==> config.mk <==
export PLATFORM = sky130hd
export DESIGN_NAME = seq_divider
export DESIGN_NICKNAME = d
export VERILOG_FILES = /design/src/rtl/seq_divider.sv
export SDC_FILE = /design/constraint.sdc
export NUM_CORES = 1
export LEC_CHECK = 0
export CAP_MARGIN = 20
export CORE_ASPECT_RATIO = 1.1
export CORE_UTILIZATION = 38
export CTS_CLUSTER_SIZE = 10
export DETAILED_ROUTE_END_ITERATION = 7
export PLACE_DENSITY = 0.68
export SLEW_MARGIN = 40
export SYNTH_ARGS = -nofsm -noshare
export SYNTH_HDL_FRONTEND = slang
export SYNTH_SLANG_ARGS = --single-unit
==> constraint.sdc <==
create_clock -name clock -period 19.4 [get_ports clock]
set_input_delay 3.88 -clock clock [delete_from_list [all_inputs] [get_ports clock]]
set_output_delay 3.88 -clock clock [all_outputs]
set_load 0.03 [all_outputs]
==> src/rtl/seq_divider.sv <==
// ---------------------------------------------------------------------------
// seq_divider -- multi-cycle signed restoring divider (one quotient bit/cycle)
//
// Computes quotient (truncated toward zero) and remainder (sign follows the
// dividend) of two signed WIDTH-bit operands. Operands are made absolute at
// accept. Each cycle the magnitude remainder/quotient pair is shifted left and
// the divisor magnitude is trial-subtracted with a WIDTH+1 bit ripple adder.
// Signs are restored in a final fix-up cycle.
//
// Optional feature macro: DIV_OVERFLOW_EXC_EN
//   defined   : MIN / -1 also raises exception at ready (result still wraps)
//   undefined : MIN / -1 wraps silently; exception only for divide-by-zero
//
// Ports
//   clock      in   1      clock, all state updates on posedge
//   resetn     in   1      asynchronous active-low reset
//   start      in   1      operation request, sampled only in IDLE
//   dividend   in   WIDTH  signed dividend, latched at accept
//   divisor    in   WIDTH  signed divisor, latched at accept
//   busy       out  1      high while iterating or fixing signs
//   ready      out  1      one-cycle pulse, results valid
//   quotient   out  WIDTH  signed quotient (held until next completion)
//   remainder  out  WIDTH  signed remainder (held until next completion)
//   exception  out  1      divide-by-zero (or optional overflow) flag
// ---------------------------------------------------------------------------

module seq_divider_rca #(
   parameter int SIZE = 33
) (
   input  logic [SIZE-1:0] a,
   input  logic [SIZE-1:0] b,
   input  logic            cin,
   output logic [SIZE-1:0] sum,
   output logic            cout
);
   always_comb begin : ripple
      logic c;
      c   = cin;
      sum = '0;
      for (int unsigned i = 0; i < SIZE; i++) begin
         sum[i] = a[i] ^ b[i] ^ c;
         c      = (a[i] & b[i]) | (a[i] & c) | (b[i] & c);
      end
      cout = c;
   end
endmodule

module seq_divider #(
   parameter int WIDTH = 32
) (
   input  logic             clock,
   input  logic             resetn,
   input  logic             start,
   input  logic [WIDTH-1:0] dividend,
   input  logic [WIDTH-1:0] divisor,
   output logic             busy,
   output logic             ready,
   output logic [WIDTH-1:0] quotient,
   output logic [WIDTH-1:0] remainder,
   output logic             exception
);
   localparam int CW = $clog2(WIDTH);
   localparam logic [WIDTH-1:0] MIN_VAL = {1'b1, {(WIDTH-1){1'b0}}};

   typedef enum logic [1:0] {S_IDLE, S_RUN, S_FIX, S_DONE} state_t;

   state_t           state_q, state_d;
   logic [CW-1:0]    cnt_q, cnt_d;
   logic [WIDTH-1:0] rem_q, rem_d;     // magnitude partial remainder
   logic [WIDTH-1:0] quo_q, quo_d;     // dividend magnitude shifting into quotient
   logic [WIDTH-1:0] dvs_q, dvs_d;     // divisor magnitude (|MIN| fits unsigned)
   logic             qneg_q, qneg_d;
   logic             rneg_q, rneg_d;
   logic [WIDTH-1:0] quotient_q, quotient_d;
   logic [WIDTH-1:0] remainder_q, remainder_d;
   logic             exception_q, exception_d;
`ifdef DIV_OVERFLOW_EXC_EN
   logic             ovf_q, ovf_d;
`endif

   logic [WIDTH-1:0] dvd_abs, dvs_abs;
   logic [WIDTH:0]   trial;
   logic             trial_cout;
   logic             ge;

   assign dvd_abs = dividend[WIDTH-1] ? -dividend : dividend;
   assign dvs_abs = divisor[WIDTH-1]  ? -divisor  : divisor;

   // Trial subtract: {R,Q} shifted left minus |divisor|, as A + ~B + 1.
   seq_divider_rca #(.SIZE(WIDTH + 1)) u_rca (
      .a    ({rem_q, quo_q[WIDTH-1]}),
      .b    (~{1'b0, dvs_q}),
      .cin  (1'b1),
      .sum  (trial),
      .cout (trial_cout)
   );

   // Carry out means no borrow; the sign bit is then necessarily clear.
   assign ge = trial_cout & ~trial[WIDTH];

   always_ff @(posedge clock or negedge resetn) begin
      if (!resetn) begin
         state_q     <= S_IDLE;
         cnt_q       <= '0;
         rem_q       <= '0;
         quo_q       <= '0;
         dvs_q       <= '0;
         qneg_q      <= 1'b0;
         rneg_q      <= 1'b0;
         quotient_q  <= '0;
         remainder_q <= '0;
         exception_q <= 1'b0;
`ifdef DIV_OVERFLOW_EXC_EN
         ovf_q       <= 1'b0;
`endif
      end else begin
         state_q     <= state_d;
         cnt_q       <= cnt_d;
         rem_q       <= rem_d;
         quo_q       <= quo_d;
         dvs_q       <= dvs_d;
         qneg_q      <= qneg_d;
         rneg_q      <= rneg_d;
         quotient_q  <= quotient_d;
         remainder_q <= remainder_d;
         exception_q <= exception_d;
`ifdef DIV_OVERFLOW_EXC_EN
         ovf_q       <= ovf_d;
`endif
      end
   end

   always_comb begin
      state_d     = state_q;
      cnt_d       = cnt_q;
      rem_d       = rem_q;
      quo_d       = quo_q;
      dvs_d       = dvs_q;
      qneg_d      = qneg_q;
      rneg_d      = rneg_q;
      quotient_d  = quotient_q;
      remainder_d = remainder_q;
      exception_d = exception_q;
`ifdef DIV_OVERFLOW_EXC_EN
      ovf_d       = ovf_q;
`endif
      unique case (state_q)
         S_IDLE: begin
            if (start) begin
               exception_d = 1'b0;
               if (divisor == '0) begin
                  quotient_d  = '0;
                  remainder_d = dividend;
                  exception_d = 1'b1;
                  state_d     = S_DONE;
               end else begin
                  rem_d   = '0;
                  quo_d   = dvd_abs;
                  dvs_d   = dvs_abs;
                  qneg_d  = dividend[WIDTH-1] ^ divisor[WIDTH-1];
                  rneg_d  = dividend[WIDTH-1];
                  cnt_d   = '0;
`ifdef DIV_OVERFLOW_EXC_EN
                  ovf_d   = (dividend == MIN_VAL) && (divisor == '1);
`endif
                  state_d = S_RUN;
               end
            end
         end
         S_RUN: begin
            // rem_q never reaches 2^(WIDTH-1), so dropping its MSB on shift is safe.
            rem_d = ge ? trial[WIDTH-1:0] : {rem_q[WIDTH-2:0], quo_q[WIDTH-1]};
            quo_d = {quo_q[WIDTH-2:0], ge};
            cnt_d = cnt_q + CW'(1);
            if (cnt_q == CW'(WIDTH - 1)) begin
               state_d = S_FIX;
            end
         end
         S_FIX: begin
            quotient_d  = qneg_q ? -quo_q : quo_q;
            remainder_d = rneg_q ? -rem_q : rem_q;
`ifdef DIV_OVERFLOW_EXC_EN
            exception_d = ovf_q;
`endif
            state_d     = S_DONE;
         end
         S_DONE: begin
            state_d = S_IDLE;
         end
         default: begin
            state_d = S_IDLE;
         end
      endcase
   end

   // MIN_VAL only feeds the optional overflow detector; keep it referenced.
   logic unused_min;
   assign unused_min = ^MIN_VAL;

   assign busy      = (state_q == S_RUN) || (state_q == S_FIX);
   assign ready     = (state_q == S_DONE);
   assign quotient  = quotient_q;
   assign remainder = remainder_q;
   assign exception = exception_q;

endmodule

==> impl_table.tex, run 1 <==
\begin{tabular}{lr}
\hline
Metric & Value \\
\hline
\multicolumn{2}{l}{\textbf{Routing}} \\
\quad Vias & 8,657 \\
\quad DR DRC count & 0 \\
\quad Detailed Route Iter0 Violations & 446 \\
\quad Detail Route Antenna Nets & 0 \\
\quad 1st-pass router iterations & 4 \\
\quad Routed vias/inst & 5.21 \\
\quad Post-Route WL & 26,200 um \\
\quad Per-cell routed wire length & 15.7 um \\
\multicolumn{2}{l}{\textbf{Critical path}} \\
\quad Data required, critical path & 19,690 ps \\
\quad Cell type of the slowest stage on the worst timing path & fa\_1 \\
\quad CP Max Fanout & 37 \\
\quad Worst Setup Start Kind & flop \\
\quad Crit Path Category & reg2reg \\
\quad Largest stage delay, worst path & 420 ps \\
\quad Data arrival time of the critical path & 14,030 ps \\
\quad CP dominant cell by count & fa\_1 \\
\quad Type of destination of the critical path & flop \\
\quad Reg-to-Reg Start & quo\_q[31]\$\_DFFE\_PN0P\_ \\
\quad CP Launch Point & quo\_q[31]\$\_DFFE\_PN0P\_ \\
\multicolumn{2}{l}{\textbf{Outcome}} \\
\quad Result of the run & complete, no violations \\
\multicolumn{2}{l}{\textbf{Clock network}} \\
\quad TritonCTS clock tree & yes \\
\quad Number of buffers added to fix hold violations after cts & 0 \\
\quad Number of H-tree levels & 4 \\
\quad Max Buffers Root-to-Sink & 2 \\
\quad Post-CTS setup repair buffer count & 0 \\
\quad Number of buffers inserted during clock tree synthesis & 17 \\
\quad Clock-pin slew on the worst setup and hold paths & 70 ps \\
\quad Clock Sinks & 170 \\
\quad Number of gates given a new drive strength after cts & 0 \\
\quad Worst-Skew Late Latency & 440 ps \\
\quad Clock Root Buffer & clkbuf\_16 \\
\multicolumn{2}{l}{\textbf{Power and ir drop}} \\
\quad Int Pwr & 1.01 mW \\
\quad Total power draw & 1.81 mW \\
\quad Sw frac & 44.2\% \\
\quad Worst ir drop on vdd & 0.0965 mV \\
\quad Leakage power figure & 5.43 nW \\
\quad Seq pwr share & 32.6\% \\
\quad Power dissipated by switching net loads & 0.802 mW \\
\quad P per Cell Area & 139 nW/um2 \\
\quad Combinational Power Share & 48.9\% \\
\quad Clock power share & 18.5\% \\
\multicolumn{2}{l}{\textbf{Logic synthesis}} \\
\quad Average instance area after synthesis & 9.09 um2 \\
\quad Synth top area share & 39.2\% \\
\quad Yosys synthesis warning count & 0 \\
\quad Number of synthesized flops with an enable pin & 0 \\
\quad Post-synthesis async set-or-reset flop share & 100\% \\
\quad Most numerous cell types in the synthesized netlist & 208 x nand2\_1, 170 x dfrtp\_1, 139 x o21ai\_0, 67 x o31ai\_1 \\
\quad Leading cell types by total area after synthesis & dfrtp\_1 39\%, nand2\_1 7.2\%, o21ai\_0 6.4\%, fa\_1 5.7\%, xnor2\_1 4.7\% \\
\quad Sequential-to-total area share from yosys stat & 39.2\% \\
\quad Post-synthesis net count & 1,305 \\
\quad Register bit count reported by yosys & 170 \\
\quad Dominant synthesized flop cell & dfrtp\_1 \\
\quad Mapped cell area & 10,900 um2 \\
\quad Top cell type by total area after synthesis & dfrtp\_1 \\
\quad Number of instances in the synthesized netlist & 1,195 \\
\quad Number of different library cells in the post-synthesis netlist & 53 \\
\quad Most frequent cell after synthesis & nand2\_1 \\
\multicolumn{2}{l}{\textbf{Final layout}} \\
\quad Number of nets in the final layout & 1,396 \\
\quad Share of post-route cells with drive strength above 1 & 7.85\% \\
\quad Multi-input gate area in the final layout & 6130 um2 \\
\quad Area occupied by registers & 4260 um2 \\
\quad Filler instances & 2,688 \\
\quad Area added between synthesis and finish & 20.5\% \\
\multicolumn{2}{l}{\textbf{Min path}} \\
\quad Worst hold-check path type & reg2reg \\
\quad Worst Hold Launch & quotient[7]\$\_DFFE\_PN0P\_ \\
\multicolumn{2}{l}{\textbf{Global routing}} \\
\quad Sum of overflow across all layers after global routing & 0 \\
\quad Gr usage total & 18.9\% \\
\quad Maximum number of pins on one net before global-route repair & 118 \\
\quad Antenna violations before repair & 1 \\
\quad Global-route wire length before repair & 43,500 um \\
\quad Vias in the first global route & 8,461 \\
\multicolumn{2}{l}{\textbf{Placed design}} \\
\quad Setup WS pre-CTS & 5850 ps \\
\quad Count of buffers inserted at the top-level ports & 133 \\
\quad Half-perimeter wire length after placement & 19,000 um \\
\quad RePlAce Congestion & 0.814 \\
\multicolumn{2}{l}{\textbf{Floorplan}} \\
\quad Die height & 179 um \\
\quad Die area & 29,300 um2 \\
\quad Core region area & 27,900 um2 \\
\quad Effective utilization at floorplan & 38.9\% \\
\quad Chip Width & 163 um \\
\quad Boundary Pins & 134 \\
\quad Number of standard-cell rows in the floorplan & 64 \\
\multicolumn{2}{l}{\textbf{STA}} \\
\quad Final worst setup slack & 5660 ps \\
\quad Worst slew margin relative to its limit & 46.3\% \\
\quad Achievable clock frequency & 72.8 MHz \\
\quad Tcrit/Tclk final & 70.8\% \\
\quad Worst Tran Pin Value & 806 ps \\
\quad Setup\_tns & 0 ps \\
\quad Setup repair after global routing missed its margin & false \\
\quad Max Transition Viols Final & 0 \\
\quad Post-layout min period & 13,740 ps \\
\quad Final hold violation count & 0 \\
\quad Setup-violating endpoint count in the final report & 0 \\
\quad Fin Clk Skew & 11.6 ps \\
\multicolumn{2}{l}{\textbf{Job}} \\
\quad Number of max-capacitance violations reported & 0 \\
\hline
\end{tabular}
-- final timing paths --
path	cells after the start	slack [ps]	to
hold reg to reg	2	470	quotient[7]$_DFFE_PN0P_
min in group asynchronous	1	3390	quotient[27]$_DFFE_PN0P_
max in group asynchronous	2	15050	rneg_q$_DFFE_PN0P_
hold / removal	2	470	quotient[7]$_DFFE_PN0P_
setup reg to reg	42	5660	rem_q[10]$_DFFE_PN0P_
setup / recovery	42	5660	rem_q[10]$_DFFE_PN0P_
-- cell families after synthesis --
kind of cell               Yosys count  synth area share [%]
buffers and inverters              125                  4.77
xor gates and xnor gates           116                  9.35
DFF                                170                  39.2
muxes                               80                  7.74
and+or+nand+nor                    366                  15.5
AOI/OAI and AO/OA                  295                  16.4
adders and majority gates           43                  7.10
-- registers in the layout (all words and copies together), names as in the netlist --
register and cells:
exception 1, quotient 32, dvs_q 32, rneg_q 1
rem_q 32, state_q 2, qneg_q 1, remainder 32
cnt_q 5, quo_q 32
-- power groups by stage --
stage | combinational, mW | clock (mW) | sequential [mW]
after floorplan | 0.545 | 0 | 0.662
after global placement | 0.865 | 0 | 0.592
after CTS | 0.888 | 0.340 | 0.592
final | 0.887 | 0.335 | 0.592
after global routing | 0.990 | 0.358 | 0.613
after detailed placement | 0.885 | 0 | 0.598
-- stage by stage --
| step | area (um2) | hold WS, ps | std cells | util [%] |
|---|---|---|---|---|
| 3_3_place_gp | 12400 | 461 | 1628 | 44.5 |
| 4_1_cts | 13000 | 482 | 1660 | 46.6 |
| 2_1_floorplan | 10900 | 456 | 1195 | - |
| 5_1_grt | 13100 | 497 | 1663 | 46.8 |
| 3_5_place_dp | 12500 | 467 | 1628 | 44.6 |
| 6_report | 13100 | 473 | 1663 | 46.8 |
-- worst max-delay path, delay by kind of cell (launching register included) --
kind	cells	cell delay [ps]
adder cells (fa/ha/maj)	32	11740
buffers and inverters	6	780
multiplexers	1	390
flip-flops	1	370
XOR/XNOR	1	120
AND/OR/NAND/NOR	1	90
AO/OA/AOI/OAI	1	90
-- area by class of cell --
type | instances | share of cell area (%)
Antenna cell | 1 | 0.0191
Clock buffer | 19 | 3.46
Tap cell | 363 | 3.47
Inverter | 51 | 1.46
Clock inverter | 13 | 0.908
Multi-Input combinational cell | 900 | 46.9
Timing Repair Buffer | 146 | 11.3
Sequential cell | 170 | 32.5
-- per-layer routing --
metal	global-route usage (%)	up-vias	wire length, um
met3	3.17	39	895
met5	0	-	0
met2	30.3	170	12400
met4	7.55	0	681
li1	-	4357	-
met1	25.4	4091	12300
-- cell usage in the layout (no fill, tap or decap), types with 7 or more instances in the layout --
cell and instances:
clkbuf_16 17, inv_1 51, o31ai_1 67, or2_2 12, mux2_2 32, nor4_1 19, a21oi_1 43, ha_1 10
o21ai_1 8, nor2_1 42, fa_1 31, buf_4 7, dfrtp_1 169, xnor2_1 57, or4_1 11, nand3_1 12
clkdlybuf4s50_1 132, or3_1 15, nand2b_1 11, xor2_1 58, o21ai_0 139, nand2_1 208, mux2i_1 48, nor3_1 13
o41ai_1 17
No activity file was read; power rests on OpenSTA's default activity.
==> run 2, diff against run 1 <==
--- a/config.mk
+++ b/config.mk
@@ -10,7 +10,7 @@
 export CORE_UTILIZATION = 38
 export CTS_CLUSTER_SIZE = 10
 export DETAILED_ROUTE_END_ITERATION = 7
-export PLACE_DENSITY = 0.68
+export PLACE_DENSITY = 0.7
 export SLEW_MARGIN = 40
 export SYNTH_ARGS = -nofsm -noshare
 export SYNTH_HDL_FRONTEND = slang
==> constraint.sdc (replaced) <==
create_clock -name clock -period 12.56 [get_ports clock]
set_input_delay 2.512 -clock clock [delete_from_list [all_inputs] [get_ports clock]]
set_output_delay 2.512 -clock clock [all_outputs]
set_load 0.03 [all_outputs]
==> run 2 against run 1 <==
Effect of this change: sequential cell count unchanged; sequential power up 57%; fmax up 11%; clock power up 59%; core utilization up 1.0 points; combinational power up 56%; setup slack worse by 5400 ps; cell count up 0.54%; via count up 1.3%; wire length up 2.5%; first-iteration DRC count up 23%; worst hold slack better by 4.6 ps; largest cell class unchanged; highest routed layer unchanged.
==> impl_table.tex, run 2 (same netlist as run 1, synthesis figures left out) <==
\begin{tabular}{lr}
\hline
Metric & Value \\
\hline
\multicolumn{2}{l}{\textbf{STA}} \\
\quad Tcrit/Tclk final & 98.2\% \\
\quad Worst Tran Pin Value & 789 ps \\
\quad Achievable clock frequency & 81.0 MHz \\
\quad Hold slack & 478 ps \\
\quad Post-layout min period & 12,340 ps \\
\quad Setup repair after global routing missed its margin & true \\
\quad Max Transition Viols Final & 0 \\
\quad Final hold violation count & 0 \\
\quad Setup-violating endpoint count in the final report & 0 \\
\quad Fin Clk Skew & 8.55 ps \\
\quad Worst slew margin relative to its limit & 47.1\% \\
\multicolumn{2}{l}{\textbf{Outcome}} \\
\quad Result of the run & complete, no violations \\
\multicolumn{2}{l}{\textbf{Critical path}} \\
\quad Worst R2R Path Depth & 42 \\
\quad Cell type of the slowest stage on the worst timing path & dfrtp\_1 \\
\quad CP Max Fanout & 10 \\
\quad Reg2Reg Capture Point & rem\_q[13]\$\_DFFE\_PN0P\_ \\
\quad Type of destination of the critical path & flop \\
\quad Largest stage delay, worst path & 390 ps \\
\quad Crit Path Category & reg2reg \\
\quad Data arrival time of the critical path & 12,610 ps \\
\quad Internal reg-to-reg setup slack & 220 ps \\
\quad Reg-to-Reg Start & quo\_q[31]\$\_DFFE\_PN0P\_ \\
\quad Worst Setup Start Kind & flop \\
\quad Data required, critical path & 12,830 ps \\
\quad CP dominant cell by count & fa\_2 \\
\multicolumn{2}{l}{\textbf{Global routing}} \\
\quad Global-route wire length before repair & 43,700 um \\
\quad Met1 Usage GRT & 25.4\% \\
\quad Met2 capacity usage during global routing & 31.2\% \\
\quad Maximum number of pins on one net before global-route repair & 121 \\
\quad Sum of overflow across all layers after global routing & 0 \\
\quad Met3 Use GR & 2.71\% \\
\quad Busiest layer in global routing & met2 \\
\quad Antenna violations before repair & 2 \\
\quad Vias in the first global route & 8,361 \\
\quad Gr usage total & 19.0\% \\
\multicolumn{2}{l}{\textbf{Final layout}} \\
\quad Filler instances & 2,644 \\
\quad Number of nets in the final layout & 1,405 \\
\quad Post-layout utilization of the core & 47.9\% \\
\quad Non-filler cells, final & 1,672 \\
\quad Commonest cells after routing, fill and taps aside & 207 x nand2\_1, 168 x dfrtp\_1, 135 x o21ai\_0, 132 x clkdlybuf4s50\_1, 67 x o31ai\_1 \\
\quad Share of post-route cells with drive strength above 1 & 11.4\% \\
\quad Area added between synthesis and finish & 23.2\% \\
\quad Commonest non-fill, non-tap cell in the layout & nand2\_1 \\
\multicolumn{2}{l}{\textbf{Floorplan}} \\
\quad Effective utilization at floorplan & 38.9\% \\
\quad Boundary Pins & 134 \\
\quad Chip Width & 163 um \\
\quad Die area & 29,300 um2 \\
\quad Number of standard-cell rows in the floorplan & 64 \\
\quad Die height & 179 um \\
\quad Core region area & 27,900 um2 \\
\multicolumn{2}{l}{\textbf{Placed design}} \\
\quad Cells after DPL & 1,634 \\
\quad Half-perimeter wire length after placement & 19,200 um \\
\quad RePlAce Congestion & 0.819 \\
\quad Count of buffers inserted at the top-level ports & 133 \\
\multicolumn{2}{l}{\textbf{Min path}} \\
\quad Worst Hold Launch & remainder[14]\$\_DFFE\_PN0P\_ \\
\quad Worst hold-check path type & reg2reg \\
\quad Worst hold path endpoint & remainder[14]\$\_DFFE\_PN0P\_ \\
\quad Number of cells traversed by the worst hold path & 1 \\
\multicolumn{2}{l}{\textbf{Job}} \\
\quad Number of max-capacitance violations reported & 0 \\
\multicolumn{2}{l}{\textbf{Routing}} \\
\quad Detail Route Antenna Nets & 0 \\
\quad Routed vias/inst & 5.25 \\
\quad Per-cell routed wire length & 16.1 um \\
\quad Post-Route WL & 26,900 um \\
\quad DR DRC count & 0 \\
\quad 1st-pass router iterations & 5 \\
\quad Vias & 8,773 \\
\quad Detailed Route Iter0 Violations & 548 \\
\multicolumn{2}{l}{\textbf{Clock network}} \\
\quad Number of H-tree levels & 4 \\
\quad TritonCTS clock tree & yes \\
\quad Clock Root Buffer & clkbuf\_16 \\
\quad Number of buffers inserted during clock tree synthesis & 17 \\
\quad Worst-Skew Late Latency & 430 ps \\
\quad Clock-pin slew on the worst setup and hold paths & 70 ps \\
\quad Max Buffers Root-to-Sink & 2 \\
\quad Clock Sinks & 170 \\
\multicolumn{2}{l}{\textbf{Power and ir drop}} \\
\quad P per Cell Area & 212 nW/um2 \\
\quad Total power draw & 2.84 mW \\
\quad Leakage power figure & 5.46 nW \\
\quad Worst ir drop on vdd & 0.123 mV \\
\hline
\end{tabular}
==> run 2: cell count changes in the layout (fill, tap and decap cells not counted), moves of 4 or more <==
cell / before / now
buf_4: 7 / 12
inv_1: 51 / 46
mux2_4: 0 / 6
mux2_2: 32 / 26
fa_2: 0 / 31
o21ai_0: 139 / 135
fa_1: 31 / 0
inv_2: 0 / 5
==> run 2: critical path, delay by kind of cell (launching register included) <==
kind	cells	cell delay, ps
compound gates	1	80
xor+xnor	1	230
fa+ha+maj	32	10610
buf+inv	6	470
flops	1	390
mux	1	340
simple gates	1	70
==> run 2: timing repair <==
| item | CTS | global route |
|---|---|---|
| pin swaps | 4 | 7 |
| endpoints found under the setup margin | 33 | 33 |
| resized for setup | 17 | 24 |
| hold buffers | 0 | 0 |
| gates cloned | 2 | 0 |
| setup buffers | 0 | 1 |
==> run 2: layout make-up <==
cell class	count	area (um2)	share of cell area, %
diodes	2	5.00	0.0374
clock buffers	22	484	3.62
clock inverters	9	115	0.860
inverters	51	191	1.43
multi-input cells	900	6260	46.8
flip-flops and latches	170	4260	31.8
well taps	363	454	3.39
repair buffers	155	1610	12.1
==> run 2: power by group <==
group / switching (mW) / total [mW] / internal (mW)
Clock: 0.220 / 0.534 / 0.314
Sequential: 0.183 / 0.928 / 0.745
Combinational: 0.835 / 1.38 / 0.547
Total: 1.24 / 2.84 / 1.61
==> run 2: worst max path at each step <==
stage                          start               endpoint  slack, ps
3_5_place_dp   quo_q[31]$_DFFE_PN0P_  rem_q[15]$_DFFE_PN0P_       -480
4_1_cts        quo_q[31]$_DFFE_PN0P_  rem_q[15]$_DFFE_PN0P_         20
5_1_grt        quo_q[31]$_DFFE_PN0P_  rem_q[11]$_DFFE_PN0P_       -110
3_3_place_gp   quo_q[31]$_DFFE_PN0P_   rem_q[4]$_DFFE_PN0P_       -260
2_1_floorplan  quo_q[31]$_DFFE_PN0P_  rem_q[16]$_DFFE_PN0P_          3
6_report       quo_q[31]$_DFFE_PN0P_  rem_q[13]$_DFFE_PN0P_        220
==> run 2: routing by layer <==
layer / wire length (um) / part of all wire (%)
met5: 0 / 0
met2: 12800 / 48
met1: 12300 / 46
met4: 599 / 2.2
met3: 1150 / 4.3
==> run 2: through the flow <==
step,setup WS [ps],setup TNS (ps),area (um2)
6_report,220,0,13400
3_5_place_dp,-483,-13280,12600
5_1_grt,-111,-2040,13400
3_3_place_gp,-257,-7020,12500
4_1_cts,18.5,0,13300
2_1_floorplan,2.66,0,10900
==> run 3, diff against run 2 <==
--- a/config.mk
+++ b/config.mk
@@ -11,6 +11,7 @@
 export CTS_CLUSTER_SIZE = 10
 export DETAILED_ROUTE_END_ITERATION = 7
 export PLACE_DENSITY = 0.7
+export REMOVE_ABC_BUFFERS = 1
 export SLEW_MARGIN = 40
 export SYNTH_ARGS = -nofsm -noshare
 export SYNTH_HDL_FRONTEND = slang
==> run 3 against run 2 <==
Effect of this change: count of clock-buffer cells in the layout shrank 2; cell count up 0.30%; wire length up 2.6%; clock skew rose by 5.0 ps; global-route usage is 0.56 points higher; clock power grew 4.9%; critical path depth is 1 higher; design area increased by 0.52%; combinational power hardly changed; largest cell class unchanged; highest routed layer unchanged.
==> impl_table.tex, run 3 (same netlist as run 1, synthesis figures left out) <==
\begin{tabular}{lr}
\hline
Metric & Value \\
\hline
\multicolumn{2}{l}{\textbf{Critical path}} \\
\quad Type of destination of the critical path & flop \\
\quad CP dominant cell by count & fa\_2 \\
\quad Cell type of the slowest stage on the worst timing path & dfrtp\_1 \\
\quad Worst Setup Start Kind & flop \\
\quad Data arrival time of the critical path & 12,650 ps \\
\quad Worst R2R Path Depth & 43 \\
\quad Reg-to-Reg Start & quo\_q[31]\$\_DFFE\_PN0P\_ \\
\quad Largest stage delay, worst path & 400 ps \\
\quad Internal reg-to-reg setup slack & 190 ps \\
\quad CP Max Fanout & 5 \\
\quad Crit Path Category & reg2reg \\
\quad Data required, critical path & 12,840 ps \\
\quad Reg2Reg Capture Point & rem\_q[19]\$\_DFFE\_PN0P\_ \\
\multicolumn{2}{l}{\textbf{Routing}} \\
\quad Per-cell routed wire length & 16.4 um \\
\quad 1st-pass router iterations & 5 \\
\quad Detailed Route Iter0 Violations & 398 \\
\quad DR DRC count & 0 \\
\quad Detail Route Antenna Nets & 0 \\
\quad Post-Route WL & 27,500 um \\
\quad Routed vias/inst & 5.23 \\
\quad Vias & 8,771 \\
\multicolumn{2}{l}{\textbf{Clock network}} \\
\quad Number of H-tree levels & 4 \\
\quad Number of buffers inserted during clock tree synthesis & 17 \\
\quad Number of buffers added to fix hold violations after cts & 0 \\
\quad Clock Root Buffer & clkbuf\_16 \\
\quad Worst-Skew Late Latency & 440 ps \\
\quad Max Buffers Root-to-Sink & 2 \\
\quad Clock-pin slew on the worst setup and hold paths & 60 ps \\
\quad Clock Sinks & 170 \\
\quad TritonCTS clock tree & yes \\
\multicolumn{2}{l}{\textbf{Floorplan}} \\
\quad Chip Width & 163 um \\
\quad Die area & 29,300 um2 \\
\quad Effective utilization at floorplan & 38.9\% \\
\quad Number of standard-cell rows in the floorplan & 64 \\
\quad Core region area & 27,900 um2 \\
\quad Boundary Pins & 134 \\
\quad Die height & 179 um \\
\multicolumn{2}{l}{\textbf{Placed design}} \\
\quad Half-perimeter wire length after placement & 19,100 um \\
\quad Count of buffers inserted at the top-level ports & 133 \\
\quad RePlAce Congestion & 0.807 \\
\multicolumn{2}{l}{\textbf{Min path}} \\
\quad Worst Hold Launch & quotient[14]\$\_DFFE\_PN0P\_ \\
\quad Worst hold-check path type & reg2reg \\
\quad Number of cells traversed by the worst hold path & 2 \\
\quad Worst hold path endpoint & quotient[14]\$\_DFFE\_PN0P\_ \\
\multicolumn{2}{l}{\textbf{Global routing}} \\
\quad Antenna violations before repair & 0 \\
\quad Gr usage total & 19.6\% \\
\quad Maximum number of pins on one net before global-route repair & 131 \\
\quad Vias in the first global route & 8,720 \\
\quad Global-route wire length before repair & 45,200 um \\
\quad Sum of overflow across all layers after global routing & 0 \\
\multicolumn{2}{l}{\textbf{STA}} \\
\quad Achievable clock frequency & 80.9 MHz \\
\quad Post-layout min period & 12,370 ps \\
\quad Max Transition Viols Final & 0 \\
\quad Setup-violating endpoint count in the final report & 0 \\
\quad Fin Clk Skew & 13.6 ps \\
\quad Worst Tran Pin Value & 807 ps \\
\quad Setup\_tns & 0 ps \\
\quad Worst slew margin relative to its limit & 46.2\% \\
\quad Final hold violation count & 0 \\
\quad Tcrit/Tclk final & 98.5\% \\
\quad Setup repair after global routing missed its margin & true \\
\multicolumn{2}{l}{\textbf{Final layout}} \\
\quad Commonest cells after routing, fill and taps aside & 205 x nand2\_1, 168 x dfrtp\_1, 132 x clkdlybuf4s50\_1, 125 x o21ai\_0, 67 x o31ai\_1 \\
\quad Area occupied by registers & 4260 um2 \\
\quad Commonest non-fill, non-tap cell in the layout & nand2\_1 \\
\quad Number of nets in the final layout & 1,411 \\
\quad Area added between synthesis and finish & 23.8\% \\
\quad Share of post-route cells with drive strength above 1 & 12.0\% \\
\quad Multi-input gate area in the final layout & 6270 um2 \\
\quad Filler instances & 2,615 \\
\quad Antenna Cells & 0 \\
\multicolumn{2}{l}{\textbf{Power and ir drop}} \\
\quad Leakage power figure & 5.51 nW \\
\quad P per Cell Area & 213 nW/um2 \\
\quad Worst ir drop on vdd & 0.156 mV \\
\quad Total power draw & 2.86 mW \\
\multicolumn{2}{l}{\textbf{Job}} \\
\quad Number of max-capacitance violations reported & 0 \\
\multicolumn{2}{l}{\textbf{Outcome}} \\
\quad Result of the run & complete, no violations \\
\hline
\end{tabular}
[run 3: cell count changes in the layout (fill, tap and decap cells not counted), sizes merged]
cell,change
buf,+5
clkinv,+4
clkinvlp,-3
bufinv,+2
diode,-2
clkbuf,-1
[run 3: worst max-delay path by stage]
stage / from / end / slack, ps / cells past startpoint
floorplan: quo_q[31]$_DFFE_PN0P_ / rem_q[10]$_DFFE_PN0P_ / -1110 / 41
global placement: quo_q[31]$_DFFE_PN0P_ / rem_q[28]$_DFFE_PN0P_ / -680 / 42
detailed placement: quo_q[31]$_DFFE_PN0P_ / rem_q[25]$_DFFE_PN0P_ / -830 / 42
CTS: quo_q[31]$_DFFE_PN0P_ / rem_q[18]$_DFFE_PN0P_ / 3 / 43
global route: quo_q[31]$_DFFE_PN0P_ / rem_q[15]$_DFFE_PN0P_ / -100 / 43
finish: quo_q[31]$_DFFE_PN0P_ / rem_q[19]$_DFFE_PN0P_ / 190 / 43
[run 3: what timing repair did]
| action | 4_1_cts | 5_1_grt |
|---|---|---|
| hold endpoints to repair | 0 | 0 |
| pin swaps | 5 | 5 |
| setup endpoints to repair | 33 | 33 |
| gates cloned | 4 | 0 |
| buffers inserted | 4 | 1 |
| resized for setup | 35 | 39 |
[run 3: where the power goes]
group	internal [mW]	total, mW	switching (mW)
sequential	0.745	0.929	0.184
clock	0.337	0.560	0.223
combinational	0.540	1.37	0.830
total	1.62	2.86	1.24
[run 3: area by class of cell]
| class | instances | area share [%] |
|---|---|---|
| multi-input combinational | 900 | 46.6 |
| sequential | 170 | 31.6 |
| timing repair buffer | 161 | 12.3 |
| tap | 363 | 3.38 |
| clock buffer | 20 | 3.32 |
| inverter | 51 | 1.42 |
| clock inverter | 12 | 1.28 |
[run 3: per-layer routing]
| metal | track usage [%] | wire (um) |
|---|---|---|
| met1 | 24.9 | 12100 |
| met2 | 33.5 | 13700 |
| met3 | 2.82 | 1050 |
| met4 | 7.63 | 641 |
| met5 | 0 | 0 |
[run 3: per-stage QoR]
step	hold slack, ps	utilization, %	cells	worst slack, ps	instance area (um2)
final	477	48.1	1677	192	13500
after global routing	501	48.1	1677	-104	13500
after CTS	483	47.9	1677	3.22	13400
after detailed placement	469	44.9	1637	-835	12500
after global placement	463	44.8	1637	-684	12500
after floorplan	456	-	1121	-1110	10500
[run 3: worst max-delay path: cells and delay by family, from the launching register on]
| kind | cells | cell delay, ps |
|---|---|---|
| AO/OA/AOI/OAI | 1 | 70 |
| XOR/XNOR | 1 | 190 |
| adder cells (fa/ha/maj) | 32 | 10590 |
| buffers and inverters | 7 | 570 |
| flip-flops | 1 | 400 |
| multiplexers | 1 | 320 |
| AND/OR/NAND/NOR | 1 | 60 |
